`src/rtl/pn_pkg.sv`:
```
// Shared definitions for the processing-node spike packet format.
// The same field positions are used by the PN controller decoder.
package pn_pkg;

    localparam int ADDR_W = 16;
    localparam int DATA_W = 32;
    localparam int ID_W   = 7;

    localparam int PARAM_BIT = 15;
    localparam int RC_BIT    = 14;
    localparam int ID2_MSB   = 13;
    localparam int ID2_LSB   = 7;
    localparam int ID1_MSB   = 6;
    localparam int ID1_LSB   = 0;

    localparam logic [ID_W-1:0] NULL_ID = 7'd0;

    typedef enum logic [1:0] {
        IDLE  = 2'd0,
        HOLD  = 2'd1,
        FLUSH = 2'd2,
        DONE  = 2'd3
    } enc_state_e;

    // Spike address word; the encoder never emits parameter packets.
    function automatic logic [ADDR_W-1:0] pack_addr(input logic            rc,
                                                    input logic [ID_W-1:0] id2,
                                                    input logic [ID_W-1:0] id1);
        logic [ADDR_W-1:0] a;
        a                   = '0;
        a[PARAM_BIT]        = 1'b0;
        a[RC_BIT]           = rc;
        a[ID2_MSB:ID2_LSB]  = id2;
        a[ID1_MSB:ID1_LSB]  = id1;
        return a;
    endfunction

endpackage

```
`src/rtl/spike_packet_encoder_if.sv`:
```
// Spike-in / flush / packet-out signal bundle of the spike packet encoder.
// slave = the encoder itself, master = soma array, timestep control and packet path.
interface spike_packet_encoder_if;
    import pn_pkg::*;

    logic              fire_valid;
    logic [ID_W-1:0]   fire_id;
    logic              fire_rc;
    logic              fire_ready;
    logic              flush_req;
    logic              flush_done;
    logic              pkt_valid;
    logic [ADDR_W-1:0] pkt_addr;
    logic [DATA_W-1:0] pkt_data;
    logic              pkt_ready;
    logic              drop_err;

    modport master (
        output fire_valid, fire_id, fire_rc, flush_req, pkt_ready,
        input  fire_ready, flush_done, pkt_valid, pkt_addr, pkt_data, drop_err
    );

    modport slave (
        input  fire_valid, fire_id, fire_rc, flush_req, pkt_ready,
        output fire_ready, flush_done, pkt_valid, pkt_addr, pkt_data, drop_err
    );

endinterface

```
`src/rtl/pn_pkt_reg.sv`:
```
// One-entry valid/ready output register: load, hold while stalled, drain.
// The caller only loads when slot_free_o is high, so a load may coincide with a drain.
module pn_pkt_reg #(
    parameter int ADDR_WIDTH = 16,
    parameter int DATA_WIDTH = 32
) (
    input  logic                  clk,
    input  logic                  rst,
    input  logic                  load_i,
    input  logic [ADDR_WIDTH-1:0] addr_i,
    input  logic [DATA_WIDTH-1:0] data_i,
    input  logic                  ready_i,
    output logic                  valid_o,
    output logic [ADDR_WIDTH-1:0] addr_o,
    output logic [DATA_WIDTH-1:0] data_o,
    output logic                  slot_free_o
);

    logic                  valid_q, valid_d;
    logic [ADDR_WIDTH-1:0] addr_q,  addr_d;
    logic [DATA_WIDTH-1:0] data_q,  data_d;

    // Next-state: new word on load, otherwise hold, dropping valid once taken.
    always_comb begin
        valid_d = valid_q;
        addr_d  = addr_q;
        data_d  = data_q;
        if (load_i) begin
            valid_d = 1'b1;
            addr_d  = addr_i;
            data_d  = data_i;
        end else if (ready_i) begin
            valid_d = 1'b0;
        end
    end

    // Register stage with synchronous reset.
    always_ff @(posedge clk) begin
        if (rst) begin
            valid_q <= 1'b0;
            addr_q  <= '0;
            data_q  <= '0;
        end else begin
            valid_q <= valid_d;
            addr_q  <= addr_d;
            data_q  <= data_d;
        end
    end

    assign valid_o     = valid_q;
    assign addr_o      = addr_q;
    assign data_o      = data_q;
    assign slot_free_o = !valid_q || ready_i;

endmodule

```
`src/rtl/spike_packet_encoder.sv`:
```
// Packs fired neuron IDs into spike packets: pairs of plain spikes or single
// Rich-Club spikes, stamped with the current timestep.
//
// state | meaning
// IDLE  | nothing held
// HOLD  | one plain ID waiting for a partner in hold_id
// FLUSH | timestep ending, emitting the held single
// DONE  | pulse flush_done, advance timestep
module spike_packet_encoder
    import pn_pkg::*;
#(
    parameter int ADDR_WIDTH = 16,
    parameter int DATA_WIDTH = 32
) (
    input logic                   clk,
    input logic                   rst,
    spike_packet_encoder_if.slave bus
);

    enc_state_e        state_q, state_d;
    logic [ID_W-1:0]   hold_id_q, hold_id_d;
    logic [DATA_W-1:0] timestep_q, timestep_d;
    logic              drop_err_q, drop_err_d;
    logic              flush_done_q, flush_done_d;
    logic              armed_q, armed_d;

    logic              slot_free;
    logic              accepting;
    logic              fire_ready;
    logic              fire_acc;
    logic              flush_take;
    logic              load;
    logic [ADDR_W-1:0] load_addr;

    assign accepting  = (state_q == IDLE) || (state_q == HOLD);
    assign fire_ready = slot_free && !bus.flush_req && accepting;
    assign fire_acc   = bus.fire_valid && fire_ready;
    // A flush is only taken once flush_req has been low since the last one.
    assign flush_take = bus.flush_req && armed_q && accepting;

    // Next-state, pairing and packet load decisions.
    always_comb begin
        state_d      = state_q;
        hold_id_d    = hold_id_q;
        timestep_d   = timestep_q;
        drop_err_d   = drop_err_q;
        flush_done_d = 1'b0;
        armed_d      = armed_q || !bus.flush_req;
        load         = 1'b0;
        load_addr    = '0;
        unique case (state_q)
            IDLE, HOLD: begin
                if (flush_take) begin
                    armed_d = 1'b0;
                    state_d = (state_q == HOLD) ? FLUSH : DONE;
                end else if (fire_acc) begin
                    if (bus.fire_id == NULL_ID) begin
                        drop_err_d = 1'b1;
                    end else if (bus.fire_rc) begin
                        // Rich-Club spikes bypass whatever is held.
                        load      = 1'b1;
                        load_addr = pack_addr(1'b1, NULL_ID, bus.fire_id);
                    end else if (state_q == IDLE) begin
                        hold_id_d = bus.fire_id;
                        state_d   = HOLD;
                    end else begin
                        load      = 1'b1;
                        load_addr = pack_addr(1'b0, bus.fire_id, hold_id_q);
                        hold_id_d = NULL_ID;
                        state_d   = IDLE;
                    end
                end
            end
            FLUSH: begin
                if (slot_free) begin
                    load      = 1'b1;
                    load_addr = pack_addr(1'b0, NULL_ID, hold_id_q);
                    hold_id_d = NULL_ID;
                    state_d   = DONE;
                end
            end
            DONE: begin
                flush_done_d = 1'b1;
                timestep_d   = timestep_q + 32'd1;
                state_d      = IDLE;
            end
            default: state_d = IDLE;
        endcase
    end

    // Control state registers with synchronous reset.
    always_ff @(posedge clk) begin
        if (rst) begin
            state_q      <= IDLE;
            hold_id_q    <= NULL_ID;
            timestep_q   <= '0;
            drop_err_q   <= 1'b0;
            flush_done_q <= 1'b0;
            armed_q      <= 1'b1;
        end else begin
            state_q      <= state_d;
            hold_id_q    <= hold_id_d;
            timestep_q   <= timestep_d;
            drop_err_q   <= drop_err_d;
            flush_done_q <= flush_done_d;
            armed_q      <= armed_d;
        end
    end

    pn_pkt_reg #(
        .ADDR_WIDTH (ADDR_WIDTH),
        .DATA_WIDTH (DATA_WIDTH)
    ) u_pkt_reg (
        .clk         (clk),
        .rst         (rst),
        .load_i      (load),
        .addr_i      (load_addr),
        .data_i      (timestep_q),
        .ready_i     (bus.pkt_ready),
        .valid_o     (bus.pkt_valid),
        .addr_o      (bus.pkt_addr),
        .data_o      (bus.pkt_data),
        .slot_free_o (slot_free)
    );

    assign bus.fire_ready = fire_ready;
    assign bus.flush_done = flush_done_q;
    assign bus.drop_err   = drop_err_q;

endmodule

```
`src/flat_wrapper.sv`:
```
// flat-port wrapper written by rule: the top's interface ports become plain ports
module spike_packet_encoder_flat import pn_pkg::*;
#(
    parameter int ADDR_WIDTH = 16,
    parameter int DATA_WIDTH = 32
)
  (clk, rst, bus_fire_valid, bus_fire_id, bus_fire_rc, bus_flush_req, bus_pkt_ready, bus_fire_ready, bus_flush_done, bus_pkt_valid, bus_pkt_addr, bus_pkt_data, bus_drop_err);
  spike_packet_encoder_if bus_i ();
  input logic clk;
  input logic rst;
  input wire logic [$bits(bus_i.fire_valid)-1:0] bus_fire_valid;
  input wire logic [$bits(bus_i.fire_id)-1:0] bus_fire_id;
  input wire logic [$bits(bus_i.fire_rc)-1:0] bus_fire_rc;
  input wire logic [$bits(bus_i.flush_req)-1:0] bus_flush_req;
  input wire logic [$bits(bus_i.pkt_ready)-1:0] bus_pkt_ready;
  output wire logic [$bits(bus_i.fire_ready)-1:0] bus_fire_ready;
  output wire logic [$bits(bus_i.flush_done)-1:0] bus_flush_done;
  output wire logic [$bits(bus_i.pkt_valid)-1:0] bus_pkt_valid;
  output wire logic [$bits(bus_i.pkt_addr)-1:0] bus_pkt_addr;
  output wire logic [$bits(bus_i.pkt_data)-1:0] bus_pkt_data;
  output wire logic [$bits(bus_i.drop_err)-1:0] bus_drop_err;
  assign bus_i.fire_valid = bus_fire_valid;
  assign bus_i.fire_id = bus_fire_id;
  assign bus_i.fire_rc = bus_fire_rc;
  assign bus_i.flush_req = bus_flush_req;
  assign bus_i.pkt_ready = bus_pkt_ready;
  assign bus_fire_ready = bus_i.fire_ready;
  assign bus_flush_done = bus_i.flush_done;
  assign bus_pkt_valid = bus_i.pkt_valid;
  assign bus_pkt_addr = bus_i.pkt_addr;
  assign bus_pkt_data = bus_i.pkt_data;
  assign bus_drop_err = bus_i.drop_err;
  spike_packet_encoder #(.ADDR_WIDTH(ADDR_WIDTH), .DATA_WIDTH(DATA_WIDTH)) u_core (.clk(clk), .rst(rst), .bus(bus_i));
endmodule
```
`config.mk`:
```
export PLATFORM = sky130hd
export DESIGN_NAME = spike_packet_encoder_flat
export DESIGN_NICKNAME = d
export VERILOG_FILES = /design/src/rtl/pn_pkg.sv /design/src/rtl/spike_packet_encoder_if.sv /design/src/rtl/pn_pkt_reg.sv /design/src/rtl/spike_packet_encoder.sv /design/src/flat_wrapper.sv
export SDC_FILE = /design/constraint.sdc
export NUM_CORES = 1
export LEC_CHECK = 0
export CELL_PAD_IN_SITES_DETAIL_PLACEMENT = 1
export CELL_PAD_IN_SITES_GLOBAL_PLACEMENT = 1
export CORE_AREA = 2 2 108 110
export DETAILED_ROUTE_END_ITERATION = 6
export DIE_AREA = 0 0 110 112
export PLACE_DENSITY_LB_ADDON = 0.1
export SYNTH_ARGS = -nofsm -noshare
export SYNTH_HDL_FRONTEND = slang
export SYNTH_SLANG_ARGS = --single-unit
```
`constraint.sdc`:
```
create_clock -name clk -period 2.1 [get_ports clk]
set_clock_uncertainty 0.1 [all_clocks]
set_input_delay 0.315 -clock clk [delete_from_list [all_inputs] [get_ports clk]]
set_output_delay 0.315 -clock clk [all_outputs]
set_load 0.03 [all_outputs]
```
==> results of run 1 <==
==> layer usage <==
| metal | up-vias | track usage, % | wire (µm) |
|---|---|---|---|
| li1 | 1679 | - | - |
| met4 | 0 | 8.35 | 190 |
| met2 | 50 | 28.5 | 4730 |
| met3 | 13 | 3.86 | 345 |
| met5 | - | 0 | 0 |
| met1 | 1625 | 23.4 | 4800 |
==> area by class of cell <==
cell class | instances | area, µm² | area share (%)
Timing Repair Buffer | 104 | 968 | 19.1
Sequential cell | 92 | 1840 | 36.4
Multi-Input combinational cell | 318 | 1820 | 35.8
Tap cell | 143 | 179 | 3.53
Inverter | 1 | 3.75 | 0.0741
Clock inverter | 3 | 15.0 | 0.296
Clock buffer | 11 | 243 | 4.79
==> kinds of logic after synthesis <==
logic type	share of synthesized area (%)
flip-flops	48.3
multiplexers	2.92
AO/OA/AOI/OAI	12.3
AND/OR/NAND/NOR	25.2
other	0.0984
buffers and inverters	4.17
adder cells (fa/ha/maj)	0.328
XOR/XNOR	6.66
==> registers in the layout, indices dropped and copies added, names as in the netlist <==
name                      count
u_core.bus.drop_err           1
u_core.u_pkt_reg.addr_o      15
u_core.state_q                2
u_core.u_pkt_reg.data_o      32
u_core.timestep_q            32
u_core.bus.flush_done         1
u_core.armed_q                1
u_core.hold_id_q              7
u_core.u_pkt_reg.valid_o      1
==> where the power goes <==
| part | leakage, nW | internal, W | switching (W) | total, W |
|---|---|---|---|---|
| sequential | 0.743 | 0.00177 | 0.0000218 | 0.00179 |
| combinational | 0.927 | 0.000170 | 0.000255 | 0.000425 |
| clock | 0.131 | 0.000815 | 0.000654 | 0.00147 |
| total | 1.80 | 0.00276 | 0.000930 | 0.00369 |
==> synthesized netlist by cell type (2+ instances only) <==
master,instances
buf_6,3
a22o_1,7
nand3b_1,2
nand2_1,83
xnor2_1,6
a22oi_1,7
xor2_1,23
mux2_2,8
nand3_1,10
nor4_1,4
nor2b_1,3
nor3_2,2
nor2_1,45
dfxtp_1,92
and3_1,4
buf_1,3
nand4_1,20
nor4_2,2
and2_1,5
o21ai_0,7
and4_1,3
clkbuf_1,10
buf_2,4
nor3_1,9
a21oi_1,50
buf_4,7
==> critical path, delay by kind of cell <==
| kind | cells | cell delay (ns) |
|---|---|---|
| AOI/OAI and AO/OA | 2 | 0.36 |
| buffers and inverters | 1 | 0.42 |
| and+or+nand+nor | 3 | 1.05 |
==> layout by cell type, fill, tap and decap left out, drive strengths merged, types with 2 or more instances in the layout <==
master,instances
a21oi,50
a22o,7
a22oi,7
and2,5
and3,4
and4,3
buf,43
clkbuf,11
clkdlybuf4s50,61
clkinv,3
dfxtp,92
mux2,9
nand2,83
nand3,11
nand3b,2
nand4,21
nor2,46
nor2b,3
nor3,11
nor4,6
o21ai,9
o31ai,2
xnor2,6
xor2,23
==> stage by stage <==
| step | hold slack, ns | cell area [µm²] | setup TNS [ns] | worst slack, ns | utilization [%] |
|---|---|---|---|---|---|
| after floorplan | 0.302 | 3810 | 0 | 0.391 | - |
| after global placement | 0.343 | 4800 | -6.77 | -0.181 | 43.0 |
| after detailed placement | 0.346 | 4800 | -9.23 | -0.231 | 43.0 |
| after CTS | 0.209 | 5060 | 0 | 0.125 | 45.3 |
| after global routing | 0.249 | 5070 | 0 | 0.0282 | 45.3 |
| final | 0.224 | 5070 | 0 | 0.135 | 45.3 |
==> worst max path at each step <==
stage	start	end	slack (ns)	cells after the start
after global placement	bus_fire_id[2]	u_core.u_pkt_reg.addr_o[8]$_SDFFE_PP0P_	-0.18	6
after detailed placement	bus_fire_id[3]	u_core.u_pkt_reg.data_o[9]$_SDFFE_PP0P_	-0.23	7
after floorplan	u_core.timestep_q[20]$_SDFFE_PP0P_	u_core.timestep_q[31]$_SDFFE_PP0P_	0.39	5
after global routing	bus_fire_id[2]	u_core.u_pkt_reg.addr_o[8]$_SDFFE_PP0P_	0.03	6
after CTS	bus_fire_id[3]	u_core.u_pkt_reg.data_o[9]$_SDFFE_PP0P_	0.12	7
final	bus_fire_id[3]	u_core.u_pkt_reg.addr_o[7]$_SDFFE_PP0P_	0.14	6
==> timing repair <==
action	in CTS	in global routing
hold buffers	0	0
endpoints found under the setup margin	0	1
gates resized for setup	0	1
==> reports/metrics.csv, run 1 <==
metric,value,unit
outcome,finished clean,
Crit path largest cell delay,0.42,ns
Post-CTS Setup Repair Bufs,0,
syn avg cell area,8.70,µm²
Iter 0 DRT Violations,107,
post-synth top area cell,dfxtp_1,
Max-Cap Viols,0,
Final Hold Viols,0,
crit-path cells,clkdlybuf4s50_1 > nor4_1 > and2_1 > o31ai_4 > nor2_2 > a22o_1,
initial antenna violation count,0,
fin. max-slew vios,0,
Lkg Pwr,1.80,nW
Syn Inst Count,438,
Synth Flop Type,dfxtp_1,
Yosys top cell area share,48.3,%
PD cells,728,nW/µm²
Ys Warns,0,
global route total overflow,0,
Reg2Reg Capture Point,u_core.timestep_q[31]$_SDFFE_PP0P_,
Hold EP,u_core.u_pkt_reg.addr_o[14]$_SDFFE_PP0P_,
later-pin clock latency in the skew report,0.35,ns
FILL cells,1317,
Starting Density,34.1,%
first-pass GRT wire length,17.4,mm
Ports,65,
DRC Markers,0,
slew margin rel.,65.0,%
placed cell count,658,
post-synthesis sequential area ratio,48.3,%
Placer Congestion,0.777,
Worst setup SP type,primary input,
crit path max-delay cell type,clkdlybuf4s50_1,
global router's overall resource usage,18.1,%
CTS max path bufs,2,
crit end category,flop,
"Distinct cells, synth",45,
CTS tree,built,
share of cells above drive strength 1,14.4,%
reg2reg start,u_core.timestep_q[22]$_SDFFE_PP0P_,
Final ANT Viol Nets,0,
Final Non-Filler Cells,672,
CTS Sinks,92,
HP Class,in -> reg,
Via-to-Cell Ratio,5.01,
total wire length,10.1,mm
DR vias,3367,
die height,112,µm
DIE WIDTH,110,µm
Crit Path Max Fanout,7,
Area Growth Syn to Fin,32.9,%
Async SR Flop Fraction,0,%
worst vdd ir,0.350,mV
fmax,509,MHz
Least-Margin Pin Slew,0.523,ns
largest net degree at the start of global routing,34,
CP Data Required Time,2.29,ns
"EDFF count, synth",0,
Worst Hold Depth,2,
die area,12300,µm²
Synth area leaders,"dfxtp_1 (48%), nand2_1 (8.2%), a21oi_1 (6.6%), xor2_1 (5.3%), nor2_1 (4.4%)",
"FF+latch count, synth",92,
RSZ-0062 raised after global routing,no,
FF-to-FF path depth,5,
CP arrival,2.15,ns
clock buffer count from CTS,9,
total power,0.00369,W
vias in the first global route,3512,
Post-Synthesis Net Count,452,
clock-pin slew on the worst setup and hold paths,0.06,ns
period utilization,93.6,%
H-Tree Level Count,3,
"Cell Area, Synth",3810,µm²
fin nets,540,
Setup Crit Path Kind,in -> reg,
r2r setup slk,0.20,ns
final setup violating endpoints,0,
"Min Clock Period, post-route",1.96,ns
PortBufs,63,
post-DP HPWL,7.17,mm
CTS root buf,clkbuf_16,
core area,11200,µm²
first drt pass iteration count,4,
min-delay src,rst,
Rows,39,
wire length per cell,15.0,µm
ANT cells,0,
Power figures use the tool's default switching activity.
==> run 2, diff against run 1 <==
- GPL_TIMING_DRIVEN: unset -> 0
==> run 2 against run 1 <==
  * Die area unchanged
  * Combinational power decreased by 4%
  * Sequential cell count unchanged
  * Clock power increased by 3%
  * Count of clock-buffer cells in the layout increased by 3
  * Critical path type is now reg -> out
  * Largest power group unchanged
==> reports/metrics.csv, run 2 (synthesized netlist as in run 1, its figures left out) <==
metric,value,unit,change
reg2reg start,u_core.state_q[1]$_SDFFE_PP0P_,,
core area,11200,µm²,unchanged
outcome,finished clean,,
Rows,39,,unchanged
die area,12300,µm²,unchanged
global route total overflow,0,,unchanged
Starting Density,34.1,%,unchanged
"Min Clock Period, post-route",1.98,ns,+0.0193 ns
PortBufs,62,,-1.6%
Lkg Pwr,1.71,nW,-5.0%
Comb power frac,11.0,%,-0.5 points
CTS max path bufs,2,,unchanged
Setup Crit Path Kind,reg -> out,,
worst vdd ir,0.412,mV,+18%
Iter 0 DRT Violations,85,,-21%
final setup violating endpoints,0,,unchanged
CTS Sinks,92,,unchanged
Max-Cap Viols,0,,unchanged
initial antenna violation count,0,,unchanged
placed cell count,643,,-2.3%
fmax,504,MHz,-0.97%
crit end category,output pin,,
later-pin clock latency in the skew report,0.35,ns,about the same
RSZ-0062 raised after global routing,yes,,
post-DP HPWL,7.48,mm,+4.4%
Sw Share,25.9,%,+0.63 points
worst hold margin,0.350,ns,+0.126 ns
DIE WIDTH,110,µm,unchanged
clock buffer count from CTS,9,,unchanged
"commonest non-fill, non-tap cell in the layout",dfxtp_1,,
total wire length,10.4,mm,+2.9%
sequential share of power,48.3,%,-0.4 points
Clk pwr share,40.7,%,+0.9 points
# hold bufs at CTS,0,,unchanged
first drt pass iteration count,4,,unchanged
Area Growth Syn to Fin,30.0,%,
Via-to-Cell Ratio,5.01,,about the same
cell internal pwr,0.00275,W,-0.23%
fin nets,527,,-2.4%
Hold EP,u_core.timestep_q[30]$_SDFFE_PP0P_,,
vias in the first global route,3360,,-4.3%
global router's overall resource usage,17.9,%,-0.22 points
period utilization,94.5,%,+0.92 points
H-Tree Level Count,3,,unchanged
FF-to-FF path depth,5,,unchanged
Least-Margin Pin Slew,0.563,ns,+0.0393 ns
FILL cells,1325,,+0.61%
Final Non-Filler Cells,662,,-1.5%
first-pass GRT wire length,16.9,mm,-3.0%
slew margin rel.,62.5,%,-2.5 points
NetSw,0.000960,W,+3.2%
DR vias,3315,,-1.5%
die height,112,µm,unchanged
Reg2Reg Capture Point,u_core.hold_id_q[3]$_SDFFE_PP0P_,,
Placer Congestion,0.779,,+0.30%
r2r setup slk,0.15,ns,-0.05 ns
PD cells,749,nW/µm²,+2.9%
Worst Hold Depth,3,,+1
CP Data Required Time,1.68,ns,-0.61 ns
CTS tree,built,,
Crit Path Max Fanout,10,,+3
"commonest cells after routing, fill and taps aside","dfxtp_1 (92), nand2_1 (83), clkdlybuf4s50_1 (61)",,
share of cells above drive strength 1,10.4,%,-3.9 points
largest net degree at the start of global routing,14,,-59%
CP arrival,1.57,ns,-0.58 ns
fin. max-slew vios,0,,unchanged
CTS root buf,clkbuf_16,,
DRC Markers,0,,unchanged
min-delay src,rst,,
Ports,65,,unchanged
Final ANT Viol Nets,0,,unchanged
wire length per cell,15.6,µm,+4.5%
clock-pin slew on the worst setup and hold paths,0.06,ns,about the same
Worst setup SP type,flop,,
Final Hold Viols,0,,unchanged
HP Class,in -> reg,,
==> run 2: cell count changes in the layout (fill, tap and decap cells not counted), moves of 2 or more <==
cell	previous run	this run
buf_1	0	3
buf_12	3	0
buf_2	1	3
buf_4	39	10
buf_6	0	3
clkbuf_1	1	13
nor4_1	4	2
nor4_4	0	2
==> run 2: layout make-up <==
| type | count | area, µm² | area share [%] |
|---|---|---|---|
| Inverter | 1 | 3.75 | 0.0758 |
| Multi-Input combinational cell | 318 | 1870 | 37.7 |
| Clock buffer | 14 | 254 | 5.13 |
| Buffer | 26 | 154 | 3.11 |
| Timing Repair Buffer | 65 | 642 | 13.0 |
| Sequential cell | 92 | 1840 | 37.2 |
| Tap cell | 143 | 179 | 3.61 |
| Antenna cell | 1 | 2.50 | 0.0505 |
| Clock inverter | 2 | 10.0 | 0.202 |
==> run 2: worst max path at each step <==
stage / endpoint / from / slack [ns]
after detailed placement: u_core.u_pkt_reg.addr_o[12]$_SDFFE_PP0P_ / bus_flush_req / -0.30
after global routing: u_core.u_pkt_reg.addr_o[12]$_SDFFE_PP0P_ / bus_fire_id[3] / -0.0008
after CTS: u_core.timestep_q[10]$_SDFFE_PP0P_ / u_core.timestep_q[1]$_SDFFE_PP0P_ / 0.02
after global placement: u_core.u_pkt_reg.addr_o[8]$_SDFFE_PP0P_ / bus_flush_req / -0.31
after floorplan: u_core.timestep_q[31]$_SDFFE_PP0P_ / u_core.timestep_q[20]$_SDFFE_PP0P_ / 0.39
final: bus_fire_ready / u_core.state_q[1]$_SDFFE_PP0P_ / 0.12
==> run 2: what timing repair did <==
item                                    4_1_cts  5_1_grt
endpoints found under the setup margin        4       53
gates resized for setup                       3        9
setup buffers                                 0        3
pin swaps                                     0        2
endpoints found under the hold margin         0        0
==> run 2: critical path: stages (launching register included) <==
cell and delay, ns:
dfxtp_1 0.39, buf_2 0.22, nor3_1 0.20, dlygate4sd2_1 0.42
==> run 2: through the flow <==
step                      utilization, %  setup TNS (ns)  worst slack (ns)  power, W  area, µm²
after floorplan                        -               0             0.391   0.00208       3810
after global placement              41.3          -12.78            -0.312   0.00223       4610
after detailed placement            41.3          -12.70            -0.299   0.00223       4610
after CTS                           43.7               0            0.0245   0.00374       4890
after global routing                44.3       -0.000779         -0.000779   0.00386       4950
final                               44.3               0             0.116   0.00371       4950
==> run 2: routing by layer <==
metal	global-route usage (%)	part of all wire, %	vias to the layer above
li1	-	-	1652
met1	23.9	48	1596
met4	7.09	1.7	0
met3	3.45	3.1	12
met5	0	0	-
met2	28.1	47	55
==> run 2: power groups by stage <==
stage / registers (W) / clock network, W / logic (W)
2_1_floorplan: 0.00185 / 0 / 0.000229
3_3_place_gp: 0.00183 / 0 / 0.000396
3_5_place_dp: 0.00183 / 0 / 0.000399
4_1_cts: 0.00179 / 0.00155 / 0.000398
5_1_grt: 0.00180 / 0.00162 / 0.000448
6_report: 0.00179 / 0.00151 / 0.000408
